--- config.mk ---
export PLATFORM = sky130hd
export DESIGN_NAME = spi_flash_wb_reader_flat
export DESIGN_NICKNAME = d
export VERILOG_FILES = /design/src/rtl/spi_flash_wb_reader_if.sv /design/src/rtl/spi_flash_wb_reader.sv /design/src/flat_wrapper.sv
export SDC_FILE = /design/constraint.sdc
export NUM_CORES = 1
export LEC_CHECK = 0
export BUFFER_PORTS_ARGS = -buffer_cell sky130_fd_sc_hd__buf_2
export CAP_MARGIN = 15
export CORE_MARGIN = 2
export CORE_UTILIZATION = 60
export DETAILED_ROUTE_END_ITERATION = 12
export PLACE_DENSITY = 0.84
export SKIP_CTS_REPAIR_TIMING = 1
export SYNTH_ARGS = -nofsm -noshare
export SYNTH_HDL_FRONTEND = slang
export SYNTH_SLANG_ARGS = --single-unit
--- constraint.sdc ---
create_clock -name wb_clk_i -period 8.35 [get_ports wb_clk_i]
set_input_delay 1.2525 -clock wb_clk_i [delete_from_list [all_inputs] [get_ports wb_clk_i]]
set_output_delay 1.2525 -clock wb_clk_i [all_outputs]
set_load 0.02 [all_outputs]
--- src/rtl/spi_flash_wb_reader_if.sv ---
// Wishbone slave-side bundle for the SPI flash reader.
// The master drives cycle/strobe/write/select/address; the slave returns the
// read word with a one-cycle acknowledge or a one-cycle error.
//   wb_cyc_i  bus cycle valid           wb_dat_o  read data, held until next ack
//   wb_stb_i  strobe                    wb_ack_o  read acknowledge
//   wb_we_i   write enable              wb_err_o  error acknowledge (writes)
//   wb_sel_i  byte select
//   wb_adr_i  byte address (ADDR_W bits)
interface spi_flash_wb_reader_if #(
    parameter int ADDR_W = 24
);
    logic              wb_cyc_i;
    logic              wb_stb_i;
    logic              wb_we_i;
    logic [3:0]        wb_sel_i;
    logic [ADDR_W-1:0] wb_adr_i;
    logic [31:0]       wb_dat_o;
    logic              wb_ack_o;
    logic              wb_err_o;

    modport master (
        output wb_cyc_i, wb_stb_i, wb_we_i, wb_sel_i, wb_adr_i,
        input  wb_dat_o, wb_ack_o, wb_err_o
    );

    modport slave (
        input  wb_cyc_i, wb_stb_i, wb_we_i, wb_sel_i, wb_adr_i,
        output wb_dat_o, wb_ack_o, wb_err_o
    );
endinterface

--- src/rtl/spi_flash_wb_reader.sv ---
// Read-only Wishbone window onto an external SPI NOR flash.
// Every read runs one SPI READ (0x03) or FAST_READ (0x0B + dummy byte)
// transaction in mode 0 and returns four flash bytes as one 32-bit word.
// Writes get a one-cycle error response and never touch the SPI pins.
// Ports:
//   wb_clk_i, wb_rst_i  clock and asynchronous active-high reset
//   wb                  Wishbone slave bundle (spi_flash_wb_reader_if.slave)
//   flash_continue      start gate: new transactions begin only while high
//   spi_sck_o           SPI clock, idle low
//   cs_n                flash chip select, active low
//   sdi / sdo           flash -> FPGA / FPGA -> flash serial data
//   wp_n, hld_n         write-protect and hold, tied inactive (high)
//
// state   | meaning
// --------+-----------------------------------------------------------
// IDLE    | cs_n high, waiting for a read request (writes answered here)
// SETUP   | cs_n low, SCK low for CLK_DIV cycles before the first edge
// SHIFT   | command/address/dummy out, 32 data bits in, one bit per SCK
// DONE    | cs_n released, word assembled and acknowledged
// RECOVER | cs_n held high for CS_HOLD cycles before the next request
module spi_flash_wb_reader #(
    parameter int ADDR_W     = 24,
    parameter int CLK_DIV    = 2,
    parameter int FAST_READ  = 0,
    parameter int CS_HOLD    = 2,
    parameter int BIG_ENDIAN = 1
) (
    input  logic                        wb_clk_i,
    input  logic                        wb_rst_i,
    spi_flash_wb_reader_if.slave        wb,
    input  logic                        flash_continue,
    output logic                        spi_sck_o,
    output logic                        cs_n,
    input  logic                        sdi,
    output logic                        sdo,
    output logic                        wp_n,
    output logic                        hld_n
);

    localparam int NTX   = 8 + ADDR_W + 8 * FAST_READ;
    localparam int NBITS = NTX + 32;
    localparam int BIT_W = $clog2(NBITS);
    localparam int DIV_W = (CLK_DIV > 1) ? $clog2(CLK_DIV) : 1;
    localparam int REC_W = (CS_HOLD > 1) ? $clog2(CS_HOLD) : 1;
    localparam logic [7:0] CMD = (FAST_READ != 0) ? 8'h0B : 8'h03;

    typedef enum logic [2:0] {
        ST_IDLE,
        ST_SETUP,
        ST_SHIFT,
        ST_DONE,
        ST_RECOVER
    } state_t;

    state_t             state_q, state_d;
    logic [DIV_W-1:0]   div_q, div_d;
    logic [BIT_W-1:0]   bit_q, bit_d;
    logic [REC_W-1:0]   rec_q, rec_d;
    logic [NTX-1:0]     tx_q, tx_d;
    logic [31:0]        rx_q, rx_d;
    logic               sck_q, sck_d;
    logic               cs_n_q, cs_n_d;
    logic               sdo_q, sdo_d;
    logic               ack_q, ack_d;
    logic               err_q, err_d;
    logic [31:0]        dat_q, dat_d;

    logic               req;
    logic               div_tc;
    logic [31:0]        word;
    logic               unused_bits;

    // Byte select and the two low address bits do not affect a word fetch.
    assign unused_bits = ^{wb.wb_sel_i, wb.wb_adr_i[1:0]};

    assign req    = wb.wb_cyc_i & wb.wb_stb_i;
    assign div_tc = (div_q == DIV_W'(CLK_DIV - 1));

    // The first flash byte lands in rx_q[31:24] because bits shift in MSB-first.
    assign word = (BIG_ENDIAN != 0) ? rx_q
                                    : {rx_q[7:0], rx_q[15:8], rx_q[23:16], rx_q[31:24]};

    always_comb begin
        state_d = state_q;
        div_d   = div_q;
        bit_d   = bit_q;
        rec_d   = rec_q;
        tx_d    = tx_q;
        rx_d    = rx_q;
        sck_d   = sck_q;
        cs_n_d  = cs_n_q;
        sdo_d   = sdo_q;
        ack_d   = 1'b0;
        err_d   = 1'b0;
        dat_d   = dat_q;

        unique case (state_q)
            ST_IDLE: begin
                if (req && wb.wb_we_i) begin
                    // A master holding a write sees a pulse, never a stuck error.
                    err_d = ~err_q;
                end else if (req && flash_continue && !ack_q) begin
                    // Header is left-aligned; the dummy byte (if any) is the zero fill.
                    tx_d    = NTX'({CMD, wb.wb_adr_i[ADDR_W-1:2], 2'b00}) << (8 * FAST_READ);
                    sdo_d   = CMD[7];
                    cs_n_d  = 1'b0;
                    div_d   = '0;
                    bit_d   = BIT_W'(NBITS - 1);
                    state_d = ST_SETUP;
                end
            end

            ST_SETUP: begin
                if (!req) begin
                    cs_n_d  = 1'b1;
                    sck_d   = 1'b0;
                    sdo_d   = 1'b0;
                    rec_d   = REC_W'(CS_HOLD - 1);
                    state_d = ST_RECOVER;
                end else if (div_tc) begin
                    div_d   = '0;
                    state_d = ST_SHIFT;
                end else begin
                    div_d = div_q + 1'b1;
                end
            end

            ST_SHIFT: begin
                if (!req) begin
                    cs_n_d  = 1'b1;
                    sck_d   = 1'b0;
                    sdo_d   = 1'b0;
                    rec_d   = REC_W'(CS_HOLD - 1);
                    state_d = ST_RECOVER;
                end else if (div_tc) begin
                    div_d = '0;
                    if (!sck_q) begin
                        sck_d = 1'b1;
                        rx_d  = {rx_q[30:0], sdi};
                    end else begin
                        sck_d = 1'b0;
                        if (bit_q == '0) begin
                            cs_n_d  = 1'b1;
                            sdo_d   = 1'b0;
                            state_d = ST_DONE;
                        end else begin
                            bit_d = bit_q - 1'b1;
                            sdo_d = tx_q[NTX-2];
                            tx_d  = tx_q << 1;
                        end
                    end
                end else begin
                    div_d = div_q + 1'b1;
                end
            end

            ST_DONE: begin
                // A master that gave up during the last bit gets no ack.
                if (req) begin
                    ack_d = 1'b1;
                    dat_d = word;
                end
                rec_d   = REC_W'(CS_HOLD - 1);
                state_d = ST_RECOVER;
            end

            ST_RECOVER: begin
                if (rec_q == '0) begin
                    state_d = ST_IDLE;
                end else begin
                    rec_d = rec_q - 1'b1;
                end
            end

            default: begin
                state_d = ST_IDLE;
            end
        endcase
    end

    always_ff @(posedge wb_clk_i or posedge wb_rst_i) begin
        if (wb_rst_i) begin
            state_q <= ST_IDLE;
            div_q   <= '0;
            bit_q   <= '0;
            rec_q   <= '0;
            tx_q    <= '0;
            rx_q    <= '0;
            sck_q   <= 1'b0;
            cs_n_q  <= 1'b1;
            sdo_q   <= 1'b0;
            ack_q   <= 1'b0;
            err_q   <= 1'b0;
            dat_q   <= '0;
        end else begin
            state_q <= state_d;
            div_q   <= div_d;
            bit_q   <= bit_d;
            rec_q   <= rec_d;
            tx_q    <= tx_d;
            rx_q    <= rx_d;
            sck_q   <= sck_d;
            cs_n_q  <= cs_n_d;
            sdo_q   <= sdo_d;
            ack_q   <= ack_d;
            err_q   <= err_d;
            dat_q   <= dat_d;
        end
    end

    assign spi_sck_o   = sck_q;
    assign cs_n        = cs_n_q;
    assign sdo         = sdo_q;
    assign wp_n        = 1'b1;
    assign hld_n       = 1'b1;
    assign wb.wb_dat_o = dat_q;
    // Responses are masked by cyc so a master that drops the cycle never sees one.
    assign wb.wb_ack_o = ack_q & wb.wb_cyc_i;
    assign wb.wb_err_o = err_q & wb.wb_cyc_i;

endmodule

--- src/flat_wrapper.sv ---
// flat-port wrapper written by rule: the top's interface ports become plain ports
module spi_flash_wb_reader_flat 
#(
    parameter int ADDR_W     = 24,
    parameter int CLK_DIV    = 2,
    parameter int FAST_READ  = 0,
    parameter int CS_HOLD    = 2,
    parameter int BIG_ENDIAN = 1
)
  (wb_clk_i, wb_rst_i, flash_continue, spi_sck_o, cs_n, sdi, sdo, wp_n, hld_n, wb_wb_cyc_i, wb_wb_stb_i, wb_wb_we_i, wb_wb_sel_i, wb_wb_adr_i, wb_wb_dat_o, wb_wb_ack_o, wb_wb_err_o);
  spi_flash_wb_reader_if #(.ADDR_W(ADDR_W)) wb_i ();
  input  logic wb_clk_i;
  input  logic wb_rst_i;
  input  logic flash_continue;
  output logic spi_sck_o;
  output logic cs_n;
  input  logic sdi;
  output logic sdo;
  output logic wp_n;
  output logic hld_n;
  input wire logic [$bits(wb_i.wb_cyc_i)-1:0] wb_wb_cyc_i;
  input wire logic [$bits(wb_i.wb_stb_i)-1:0] wb_wb_stb_i;
  input wire logic [$bits(wb_i.wb_we_i)-1:0] wb_wb_we_i;
  input wire logic [$bits(wb_i.wb_sel_i)-1:0] wb_wb_sel_i;
  input wire logic [$bits(wb_i.wb_adr_i)-1:0] wb_wb_adr_i;
  output wire logic [$bits(wb_i.wb_dat_o)-1:0] wb_wb_dat_o;
  output wire logic [$bits(wb_i.wb_ack_o)-1:0] wb_wb_ack_o;
  output wire logic [$bits(wb_i.wb_err_o)-1:0] wb_wb_err_o;
  assign wb_i.wb_cyc_i = wb_wb_cyc_i;
  assign wb_i.wb_stb_i = wb_wb_stb_i;
  assign wb_i.wb_we_i = wb_wb_we_i;
  assign wb_i.wb_sel_i = wb_wb_sel_i;
  assign wb_i.wb_adr_i = wb_wb_adr_i;
  assign wb_wb_dat_o = wb_i.wb_dat_o;
  assign wb_wb_ack_o = wb_i.wb_ack_o;
  assign wb_wb_err_o = wb_i.wb_err_o;
  spi_flash_wb_reader #(.ADDR_W(ADDR_W), .CLK_DIV(CLK_DIV), .FAST_READ(FAST_READ), .CS_HOLD(CS_HOLD), .BIG_ENDIAN(BIG_ENDIAN)) u_core (.wb_clk_i(wb_clk_i), .wb_rst_i(wb_rst_i), .wb(wb_i), .flash_continue(flash_continue), .spi_sck_o(spi_sck_o), .cs_n(cs_n), .sdi(sdi), .sdo(sdo), .wp_n(wp_n), .hld_n(hld_n));
endmodule
==> results of run 1 <==
[metrics by stage]
step	hold WS, ns	setup WS, ns	power, mW	instance area, µm²
final	0.512	5.44	0.999	5290
after global routing	0.523	5.41	1.05	5290
after CTS	0.514	5.44	1.01	5290
after detailed placement	0.490	5.20	0.696	5090
after global placement	0.473	5.18	0.687	5090
after floorplan	0.457	4.23	0.667	4690
[how the worst min path moves through the flow]
stage	end	start	slack, ns
floorplan	u_core.bit_q[4]	u_core.bit_q[4]	0.46
global route	u_core.tx_q[11]	u_core.tx_q[11]	0.52
detailed placement	u_core.tx_q[5]	u_core.tx_q[5]	0.49
global placement	u_core.bit_q[4]	u_core.bit_q[4]	0.47
finish	u_core.bit_q[4]	u_core.bit_q[4]	0.51
CTS	u_core.bit_q[4]	u_core.bit_q[4]	0.51
[critical path: cells and delay by family]
kind / cells / cell delay, ns
buffers and inverters: 2 / 0.28
AND/OR/NAND/NOR: 1 / 0.13
[final cells by class]
type	count	area, µm²	area share (%)
Sequential cell	109	2730	51.5
Multi-Input combinational cell	200	1840	34.7
Timing Repair Buffer	69	355	6.71
Clock buffer	10	128	2.41
Tap cell	102	128	2.41
Clock inverter	6	71.3	1.35
Inverter	11	43.8	0.827
[sequential cells by signal, summed over array words and instances, names as in the netlist, 3 cells and up]
name / flops
u_core.rx_q: 32
u_core.wb.wb_dat_o: 32
u_core.tx_q: 29
u_core.bit_q: 6
u_core.state_q: 3
[power by group]
group          internal (mW)  leakage (nW)  switching, mW
Combinational         0.0482          1.15         0.0419
Clock                  0.142        0.0984          0.174
Sequential             0.568          1.43         0.0260
Total                  0.758          2.67          0.242
[Yosys cell counts, drive strengths merged, types with 2 or more instances]
| master | instances |
|---|---|
| mux2i | 7 |
| or3b | 2 |
| nor4 | 2 |
| o31ai | 2 |
| nor3 | 6 |
| mux2 | 109 |
| clkbuf | 3 |
| or3 | 2 |
| or4 | 2 |
| nand2 | 12 |
| nor2 | 12 |
| and2 | 3 |
| inv | 10 |
| nor3b | 2 |
| a211oi | 2 |
| o31a | 2 |
| a22o | 2 |
| dfrtp | 108 |
| a2111oi | 2 |
| buf | 15 |
| o21ai | 4 |
| ha | 2 |
| a21oi | 4 |
| nand3 | 4 |
[layer usage]
layer | vias to the layer above | global-route usage [%] | routed length (µm)
met1 | 1408 | 26.1 | 3490
li1 | 1330 | - | -
met2 | 54 | 31.8 | 3950
met3 | 12 | 4.39 | 356
met4 | 0 | 7.59 | 122
met5 | - | 0 | 0
[cell families after synthesis]
logic type / after synthesis / synth area share (%)
flops: 109 / 58.3
mux: 116 / 27.7
xor+xnor: 1 / 0.187
fa+ha+maj: 2 / 0.534
simple gates: 53 / 6.25
buf+inv: 29 / 2.94
other cells: 1 / 0.0801
compound gates: 26 / 4.06
==> reports/metrics.cfg, run 1 <==
[clock_tree]
clk_pin_slew_ns=0.09
clock-root-buffer=clkbuf_8
cts_tree=done
clk_path_buf_depth=2
cts_inserted_buffers=9
clk_latency_ns=0.36
cts_max_level=3
cts.sinks=109

[min_path]
hold_path_depth=1
hold_path.class=flop to flop

[cells_and_area]
mostFrequentLayoutCell=dfrtp_1
fill_cells=520
layoutNonFillerInstCount=507
final_cell_mix=108 x dfrtp_1, 107 x mux2_2, 65 x buf_2
drive_gt1_share_pct=49.1
fin_util_pct=69.2
antennaDiodeCount=0
synthToLayoutAreaGrowth_pct=13.0
nets=437

[sta]
fmax_mhz=343
timing.final.crit_share_pct=34.9
fin_setup_tns_ns=0
rsz0062_at_grt=false
clock_skew_ns=0.00880
worstMarginPinSlew_ns=0.947
hold_viol=0
setup_viol=0
slew_violations=0
relSlewSlack_pct=36.9
fin_crit_ns=2.91

[worst_setup_path]
start_kind=input port
r2r_end=u_core.bit_q[5]
slowest_stage=buf_2
end_kind=output pin
crit_required_ns=7.10
ff2ff_setup_slack_ns=5.95
critPathArrivalTime_ns=1.66
r2r-start=u_core.state_q[1]
r2r_cells=4
crit_fanout=5
cp_common_cell=buf_2
crit_chain=buf_2 -> and2_1 -> buf_2
setup.worst_path.start=wb_wb_cyc_i
path_class=input port to output pin
slowest_delay_ns=0.15
endpoint=wb_wb_err_o

[global_route]
grt_pass1_vias=2880
grt_overflow=0
antenna_found_initial=0
grt_max_degree=77
grt_pass1_wl_mm=13.3
track_usage_pct=19.6

[floorplanning]
design.die.area_mm2=0.00853
ios=74
start_util_pct=61.3
fp.dieW_um=92.4
core-area_mm2=0.00765
dieHeight_um=92.4
num_rows=32

[power_and_ir_drop]
p_per_area_mw_per_mm2=189
p_leak_nw=2.67
ir_drop_v=0.000105

[place]
dp.cells=491
gp_congestion=0.808
port_buffers=65
place_hpwl_mm=5.31

[synth]
synthArstFlopShare_pct=100
synth-seq-area-share_pct=58.3
synth.distinct_cells=49
ys.warnings.count=0
synth_top_area_share_pct=57.7
synth_edf_count=0
ys_seq_elements=109
ys.flop_type=dfrtp_1
synth_area_mm2=0.00468
yosys.area.top_type=dfrtp_1
synthCells=337
synth_area_leaders=dfrtp_1 58%, mux2_2 26%, mux2i_1 1.5%
postSynthAreaPerCell_um2=13.9

[routing]
drt_iter0_drc=140
drc=0
wire_per_inst_um=15.6
routed_via_density=5.53
vias=2804
drtAntennaViolNets=0
wl_mm=7.92
drt_first_pass_iters=4

[run_status]
status=finished clean

[flow_run]
cap_violations=0

Power figures use the tool's default switching activity.
==> run 2: changes to the inputs <==
ABC_AREA = 1   (was default)
CORE_UTILIZATION = 51   (was 60)
PLACE_DENSITY = 0.76   (was 0.84)
clock period = 2.55 ns   (was 8.35 ns; I/O delays follow)
==> run 2 against run 1 <==
  * Flip-flop and latch count stayed put
  * Die area up 19%
  * Area after synthesis is 1.5% higher
==> reports/metrics.cfg, run 2 <==
[routing]
drc=0  ; unchanged
drt_iter0_drc=162  ; was 140
routed_via_density=4.98  ; was 5.53
drt_first_pass_iters=4  ; unchanged
wl_mm=9.15  ; was 7.92 mm
vias=3794  ; was 2,804
drtAntennaViolNets=0  ; unchanged
wire_per_inst_um=12.0  ; was 15.6 µm

[place]
port_buffers=65  ; unchanged
postPlaceCellArea_mm2=0.00520  ; was 0.00509 mm²
place_hpwl_mm=6.32  ; was 5.31 mm
gp_congestion=0.902  ; was 0.808
pre_cts_slack_ns=0.514  ; was 5.20 ns

[clock_tree]
cts_inserted_buffers=9  ; unchanged
clk_pin_slew_ns=0.11  ; was 0.09 ns
clk_path_buf_depth=2  ; unchanged
clock-root-buffer=clkbuf_8  ; unchanged
cts_tree=done  ; unchanged
clk_latency_ns=0.37  ; was 0.36 ns
cts_max_level=3  ; unchanged
cts.sinks=109  ; unchanged

[global_route]
grt_use_met1_pct=25.2  ; was 26.1%
grt_pass1_wl_mm=16.4  ; was 13.3 mm
antenna_found_initial=0  ; unchanged
grt_max_degree=51  ; was 77
met3_usage_pct=6.24  ; was 4.39%
grt_overflow=0  ; unchanged
busiest_layer=met2  ; unchanged
use_met2_pct=34.3  ; was 31.8%
track_usage_pct=20.3  ; was 19.6%
grt_pass1_vias=3766  ; was 2,880

[synth]
postSynthAreaPerCell_um2=8.11  ; was 13.9 µm²
synthTopCellsByCount=267 x nand2_1, 108 x dfrtp_1, 58 x o21ai_0  ; was 108 x dfrtp_1, 107 x mux2_2, 12 x nand2_1, 12 x nor2_1, 11 x buf_2
synth.distinct_cells=26  ; was 49
synthMuxAreaShare_pct=0  ; was 27.7%
synth_area_leaders=dfrtp_1 57%, nand2_1 21%, o21ai_0 6.1%  ; was dfrtp_1 58%, mux2_2 26%, mux2i_1 1.5%
synth_most_common_cell=nand2_1  ; was dfrtp_1
synth-seq-area-share_pct=57.4  ; was 58.3%
synth_top_family_by_area=simple AND/OR/NAND/NOR gates  ; was multiplexers
synthAdderAreaFrac_pct=0.526  ; was 0.534%
ys.flop_type=dfrtp_1  ; unchanged
synth_edf_count=0  ; unchanged
yosys.area.top_type=dfrtp_1  ; unchanged
synth_top_area_share_pct=56.8  ; was 57.7%
synthCells=586  ; was 337
synthArstFlopShare_pct=100  ; unchanged
synth_xor_area_share_pct=0.184  ; was 0.187%
synth_compound_gate_area_share_pct=7.79  ; was 4.06%
ys.warnings.count=0  ; unchanged
synth_area_mm2=0.00475  ; was 0.00468 mm²
synth-simple-area-share_pct=27.1  ; was 6.25%
ys_seq_elements=109  ; unchanged

[sta]
hold_ws_ns=0.0826  ; was 0.512 ns
setup_viol=0  ; unchanged
fmax_mhz=493
worstMarginPinSlew_ns=0.689  ; was 0.947 ns
fin_crit_ns=2.03
clock_skew_ns=0.0118  ; was 0.00880 ns
fin_ws_ns=0.523  ; was 5.44 ns
rsz0062_at_grt=false  ; unchanged
slew_violations=0  ; unchanged
timing.final.crit_share_pct=79.5
fin_setup_tns_ns=0  ; unchanged
relSlewSlack_pct=54.0  ; was 36.9%
hold_viol=0  ; unchanged

[power_and_ir_drop]
p_leak_nw=2.86  ; was 2.67 nW
clockPowerShare_pct=24.4  ; was 31.6%
switching_share_pct=35.2  ; was 24.2%
ir_drop_v=0.000423  ; was 0.000105 V
switching_power_mw=1.55  ; was 0.242 mW
power.internal_mw=2.86  ; was 0.758 mW
pwr-share-seq_pct=49.8  ; was 59.4%
p_per_area_mw_per_mm2=817  ; was 189 mW/mm²
pwr-share-comb_pct=25.8  ; was 9.0%

[floorplanning]
dieHeight_um=101  ; was 92.4 µm
fp.dieW_um=101  ; was 92.4 µm
start_util_pct=51.9  ; was 61.3%
design.die.area_mm2=0.0101  ; was 0.00853 mm²
num_rows=35  ; was 32
ios=74  ; unchanged
core-area_mm2=0.00915  ; was 0.00765 mm²

[worst_setup_path]
worst-path-buf-inv=1  ; was 2
r2r-start=u_core.bit_q[0]  ; was u_core.state_q[1]
path_class=flop to flop  ; was input port to output pin
end_kind=flop  ; was output pin
slowest_stage=nand3_2  ; was buf_2
slowest_delay_ns=0.57  ; was 0.15 ns
r2r_cells=8  ; was 4
critPathArrivalTime_ns=2.29  ; was 1.66 ns
cp_common_cell=nand2_1  ; was buf_2
crit_fanout=35  ; was 5
cpLargestDelayFamily=simple AND/OR/NAND/NOR gates  ; was buffers and inverters
crit_chain=inv_1 -> ha_1 -> nand3_1 -> nand2_1 -> nand2_2 -> nand3_2 -> nand2_1 -> nand2_1  ; was buf_2 -> and2_1 -> buf_2
crit_required_ns=2.81  ; was 7.10 ns
r2r_end=u_core.tx_q[22]  ; was u_core.bit_q[5]
start_kind=flop  ; was input port
ff2ff_setup_slack_ns=0.52  ; was 5.95 ns

[cells_and_area]
drive_gt1_share_pct=16.6  ; was 49.1%
antennaDiodeCount=0  ; unchanged
nets=683  ; was 437
final_cell_mix=266 x nand2_1, 108 x dfrtp_1, 65 x buf_2  ; was 108 x dfrtp_1, 107 x mux2_2, 65 x buf_2
fin_util_pct=59.0  ; was 69.2%
synthToLayoutAreaGrowth_pct=13.7  ; was 13.0%
design_area_mm2=0.00540  ; was 0.00529 mm²
mostFrequentLayoutCell=nand2_1  ; was dfrtp_1

[run_status]
status=finished clean  ; unchanged

[flow_run]
cap_violations=0  ; unchanged

[min_path]
hold_path.class=input port to async pin  ; was flop to flop

==> run 2: cell types whose count changed after synthesis, sizes merged, moves of 3 or more <==
cell    delta
and2       -3
clkbuf     +9
inv       +44
mux2     -109
mux2i      -7
nand2    +258
nand3      +9
nand4      +6
nor2       +9
o21ai     +68
==> run 2: power groups by stage <==
stage	logic [mW]	registers (mW)	clock network, mW
6_report	1.14	2.20	1.08
5_1_grt	1.35	2.24	1.18
4_1_cts	1.15	2.20	1.10
3_5_place_dp	1.14	2.23	0
3_3_place_gp	1.09	2.21	0
2_1_floorplan	0.919	2.20	0
==> run 2: per-stage QoR <==
stage	total power [mW]	instances
2_1_floorplan	3.12	587
3_3_place_gp	3.30	746
3_5_place_dp	3.37	746
4_1_cts	4.45	762
5_1_grt	4.77	762
6_report	4.41	762
==> run 2: how the worst max path moves through the flow <==
stage	from	endpoint	slack [ns]	depth (start not counted)
2_1_floorplan	wb_rst_i	u_core.ack_q	0.85	1
3_3_place_gp	wb_wb_cyc_i	u_core.tx_q[7]	0.54	8
3_5_place_dp	wb_wb_cyc_i	u_core.tx_q[21]	0.51	8
4_1_cts	u_core.bit_q[0]	u_core.tx_q[21]	0.50	8
5_1_grt	u_core.bit_q[0]	u_core.bit_q[4]	0.27	8
6_report	u_core.bit_q[0]	u_core.tx_q[22]	0.52	8
==> run 2: cell type report <==
class                           count  area, µm²
Clock buffer                        9        124
Timing Repair Buffer               74        418
Fill cell                         810       3750
Clock inverter                      7       80.1
Multi-Input combinational cell    398       1710
Tap cell                          111        139
Inverter                           54        206
Sequential cell                   109       2730
==> run 2: layer usage <==
metal / vias to the layer above / share of wire, %
li1: 1916 / -
met3: 9 / 5.0
met2: 89 / 48
met4: 0 / 1.1
met1: 1780 / 46
met5: - / 0
==> run 2: logic make-up (layout without fill, tap and decap cells) <==
| logic type | count (synthesis) | count (layout) |
|---|---|---|
| AO/OA/AOI/OAI | 74 | 74 |
| XOR/XNOR | 1 | 1 |
| adder cells (fa/ha/maj) | 2 | 2 |
| buffers and inverters | 80 | 144 |
| flip-flops | 109 | 109 |
| other | 1 | 2 |
| AND/OR/NAND/NOR | 319 | 319 |
